[config.mk]
export PLATFORM = sky130hd
export DESIGN_NAME = pipemem_mmio
export DESIGN_NICKNAME = d
export VERILOG_FILES = /design/src/rtl/pipemem_mmio.sv
export SDC_FILE = /design/constraint.sdc
export NUM_CORES = 1
export LEC_CHECK = 0
export ABC_AREA = 1
export BUFFER_PORTS_ARGS = -buffer_cell sky130_fd_sc_hd__buf_2
export CAP_MARGIN = 20
export CORE_MARGIN = 10
export CORE_UTILIZATION = 35
export CTS_BUF_LIST = sky130_fd_sc_hd__clkbuf_8
export DETAILED_ROUTE_END_ITERATION = 10
export HOLD_SLACK_MARGIN = 0.02
export REMOVE_ABC_BUFFERS = 1
export SETUP_SLACK_MARGIN = 0.1
export SYNTH_ARGS = -nofsm -noshare
export SYNTH_HDL_FRONTEND = slang
export SYNTH_SLANG_ARGS = --single-unit
[constraint.sdc]
create_clock -name clock -period 17.9 [get_ports clock]
set_input_delay 0.895 -clock clock [delete_from_list [all_inputs] [get_ports clock]]
set_output_delay 0.895 -clock clock [all_outputs]
set_load 0.02 [all_outputs]
[src/rtl/pipemem_mmio.sv]
// pipemem_mmio: pipeline memory stage mapping a data RAM and a register MMIO space into one address space.
// Define PIPEMEM_IN_SYNC_EN to pass every input port through a two-flop synchronizer before sampling.
module pipemem_mmio #(
  parameter int DEPTH_LOG2 = 5,
  parameter int NIN        = 2,
  parameter int NOUT       = 4,
  parameter int IO_SEL_BIT = 7
) (
  input  logic                 clock,
  input  logic                 reset,
  input  logic                 mwmem,
  input  logic                 mrmem,
  input  logic [31:0]          malu,
  input  logic [31:0]          mb,
  output logic [31:0]          mmo,
  input  logic [NIN*32-1:0]    in_ports,
  output logic [NOUT*32-1:0]   out_ports,
  output logic [NOUT-1:0]      out_wr,
  output logic [NIN-1:0]       in_new
);

  localparam int Words = 1 << DEPTH_LOG2;

  logic                      io;
  logic [DEPTH_LOG2-1:0]     ramIdx;
  logic [4:0]                k;
  logic                      statusRead;
  logic                      unusedAddrBits;

  assign io             = malu[IO_SEL_BIT];
  assign ramIdx         = malu[DEPTH_LOG2+1:2];
  assign k              = malu[6:2];
  assign statusRead     = mrmem && io && (k == 5'd31);
  assign unusedAddrBits = ^malu;

  logic [31:0] mem_q [Words];

  always_ff @(posedge clock) begin
    if (mwmem && !io) mem_q[ramIdx] <= mb;
  end

  logic [NOUT-1:0][31:0] outPorts_q;
  logic [NOUT-1:0]       outWr_d, outWr_q;

  always_comb begin
    outWr_d = '0;
    for (int i = 0; i < NOUT; i++) outWr_d[i] = mwmem && io && (k == 5'(i));
  end

  always_ff @(posedge clock or posedge reset) begin
    if (reset) begin
      outPorts_q <= '0;
      outWr_q    <= '0;
    end else begin
      outWr_q <= outWr_d;
      for (int i = 0; i < NOUT; i++) begin
        if (outWr_d[i]) outPorts_q[i] <= mb;
      end
    end
  end

  assign out_ports = outPorts_q;
  assign out_wr    = outWr_q;

  logic [NIN-1:0][31:0] inStage, s_q;
  logic [NIN-1:0]       inNew_d, inNew_q;

`ifdef PIPEMEM_IN_SYNC_EN
  logic [NIN-1:0][31:0] sync1_q, sync2_q;

  always_ff @(posedge clock or posedge reset) begin
    if (reset) begin
      sync1_q <= '0;
      sync2_q <= '0;
    end else begin
      sync1_q <= in_ports;
      sync2_q <= sync1_q;
    end
  end

  assign inStage = sync2_q;
`else
  assign inStage = in_ports;
`endif

  // A fresh change outranks a status read clearing the flag on the same edge.
  always_comb begin
    inNew_d = '0;
    for (int j = 0; j < NIN; j++) begin
      inNew_d[j] = (inStage[j] != s_q[j]) || (inNew_q[j] && !statusRead);
    end
  end

  always_ff @(posedge clock or posedge reset) begin
    if (reset) begin
      s_q     <= '0;
      inNew_q <= '0;
    end else begin
      s_q     <= inStage;
      inNew_q <= inNew_d;
    end
  end

  assign in_new = inNew_q;

  always_comb begin
    mmo = '0;
    if (!io) begin
      mmo = mem_q[ramIdx];
    end else if (k == 5'd31) begin
      mmo[NIN-1:0] = inNew_q;
    end else begin
      for (int i = 0; i < NOUT; i++) begin
        if (k == 5'(i)) mmo = outPorts_q[i];
      end
      for (int j = 0; j < NIN; j++) begin
        if (k == 5'(16 + j)) mmo = s_q[j];
      end
    end
  end

endmodule

==> qor.yml <==
run_status:
  run_status: "completed"
timing:
  setup_viol: 0
  finalClockSkew_ps: 36.5
  hold_ws_ps: 101
  slew-limit-headroom: 0.230
  rsz0062_at_grt: "no"
  worst_pin_slew_ps: 1150
  fmax_mhz: 161
  finalSetupTns_ps: 0
  min_period_over_period: 0.346
  drv_slew: 0
  post-route-min-period_ps: 6200
  final_hold_viol_count: 0
cells_and_area:
  syn2layout_area_growth_pct: 15.0
  drive_above_1_share: 0.124
  nets: 5428
clock_network:
  clock_latency_ps: 930
  htree_levels: 4
  root_buffer: "clkbuf_8"
  clock_sinks: 1222
  clk_pin_slew_worst_paths_ps: 60
  cts_buffers: 201
  clock_path_buffers: 3
  cts_tree: "yes"
grt:
  overflow: 0
  grtUsageTotal: 0.205
  antenna_found_initial: 24
  grt_max_degree: 89
  grt_pass1_vias: 34800
  grt_pass1_wl_um: 243000
synthesis:
  synth_fa_ha_area_frac: 0
  synthTopCellsByArea: "edfxtp_1 61%, nand2_1 21%, dfrtp_1 9.8%"
  synth_xor_area_frac: 0.00899
  syn_inst: 4982
  synth-edff-count: 1024
  async_reset_ff_frac: 0.162
  synth_top_family_by_area: "simple AND/OR/NAND/NOR gates"
  yosys_warnings: 0
  ys_ff_latch: 1222
  synth_simple_gate_area_frac: 0.240
  synth_ff_type: "edfxtp_1"
  synth_compound_gate_area_share: 0.0195
  synth_seq_area_share: 0.705
  synth_most_common_cell: "nand2_1"
  yosys-top-cells-count: "2,809 x nand2_1, 1,024 x edfxtp_1, 198 x dfrtp_1"
  avgSynthCellArea_um2: 10.2
  ys_types: 22
  yosysTopAreaCellShare: 0.607
  synth_area_leader_cell: "edfxtp_1"
  synthMuxAreaShare: 0
  mappedNetlistArea_um2: 50700
floorplanning:
  num_rows: 139
  coreArea_um2: 144000
  die_h_um: 401
  initial_core_util: 0.353
  ios: 298
  dieWidth_um: 401
  die-area_um2: 160000
place:
  dp_hpwl_um: 99700
  routabilityCongestion: 0.850
  port-buffer-count: 271
detailed_routing:
  initialDrtViolationCount: 4064
  vias_per_cell: 5.02
  wl_per_cell_um: 23.0
  finalWirelength_um: 170000
  ant_nets: 0
  num_vias: 37000
  firstDrtPassIters: 6
  drc_errors: 0
min_path:
  worstHoldPathType: "input port to register"
worst_setup_path:
  slowest_stage: "buf_4"
  worstPathMaxFanout: 76
  startpoint_type: "input port"
  worstPathRequired_ps: 17010
  crit_path_cell_trace: "buf_8 -> buf_4 -> nand2_1 -> nor2_4 -> buf_4 -> inv_2 -> buf_4 -> nand2_1 -> o21ai_1 -> nand2_1 -> nand2_1 -> nand2_1 -> buf_2"
  cp_common_cell: "nand2_1"
  cp-end-kind: "output port"
  path_class: "input port to output port"
  cp.arrival_ps: 5300
  slowest_delay_ps: 810
power:
  powerDensity_nw_per_um2: 104
  ir_worst_vdd_v: 0.0000653
  power.leakage_nw: 24.9
job:
  drv_cap: 0
cell type report:
class                   count  area, µm²
diodes                      5       12.5
clock buffers             223       3070
clock inverters           147        756
fillers                 13900      85400
inverters                 108        432
multi-input cells        3417      14000
flip-flops and latches   1222      35700
well taps                1903       2380
repair buffers            346       1940
final timing paths:
check | end | cells after the start | startpoint | slack, ps
setup / recovery | mmo[17] | 13 | malu[2] | 11700
hold / removal | s_q[10] | 1 | in_ports[10] | 100
setup reg to reg | in_new[0] | 7 | s_q[11] | 15790
hold reg to reg | out_ports[53] | 2 | out_ports[53] | 510
max in group asynchronous | s_q[47] | 4 | reset | 15850
min in group asynchronous | out_ports[65] | 3 | reset | 600
cell usage in the layout (no fill, tap or decap), drive strengths merged:
cell type / Yosys / routed
nand2: 2809 / 2809
edfxtp: 1024 / 1024
buf: 83 / 345
clkbuf: 152 / 223
inv: 108 / 200
dfrtp: 198 / 198
nor2: 184 / 184
o21ai: 159 / 159
nand3: 140 / 140
clkinv: 0 / 53
a21oi: 35 / 35
xnor2: 34 / 34
xor2: 18 / 18
nor3: 13 / 13
nand4: 12 / 12
or2: 10 / 10
diode: 0 / 5
o2111ai: 2 / 2
bufinv: 0 / 2
nand3b: 1 / 1
dlygate4sd3: 0 / 1
layer usage:
metal / GRT usage / routed length, µm
met5: 0 / 143
met4: 0.0706 / 5270
met3: 0.0644 / 19400
met2: 0.301 / 73400
met1: 0.284 / 71700
cell families after synthesis:
family                    Yosys count
and+or+nand+nor                  3169
DFF                              1222
buffers and inverters             343
AOI/OAI and AO/OA                 196
xor gates and xnor gates           52
sequential cells by signal, indices dropped and copies added (netlist names):
signal and flops:
in_new 2, s_q 64, out_ports 128, mem_q 1024, out_wr 4
power breakdown:
group	total, mW	switching, mW	internal [mW]	leakage, nW
logic	0.520	0.391	0.129	11.0
registers	3.20	0.0443	3.15	11.7
clock network	2.34	1.16	1.18	2.29
worst max-delay path, delay by kind of cell:
kind | cells | cell delay (ps)
buffers and inverters | 6 | 3000
and+or+nand+nor | 6 | 1160
AOI/OAI and AO/OA | 1 | 130
repair_timing:
action / CTS / global route
buffers inserted: 0 / 0
hold buffers: 1 / 0
resized for setup: 0 / 0
hold endpoints to repair: 11 / 0
metrics by stage:
step	cell area (µm²)	worst slack [ps]	utilization	power, mW	instances
after CTS	58200	11800	0.405	6.08	7365
after global placement	54400	11750	0.379	3.76	6994
after global routing	58300	11600	0.406	6.26	7370
final	58300	11700	0.406	6.05	7371
after detailed placement	54400	11760	0.379	3.77	6994
after floorplan	49700	8910	-	3.52	4747
No activity file was read; power rests on OpenSTA's default activity.
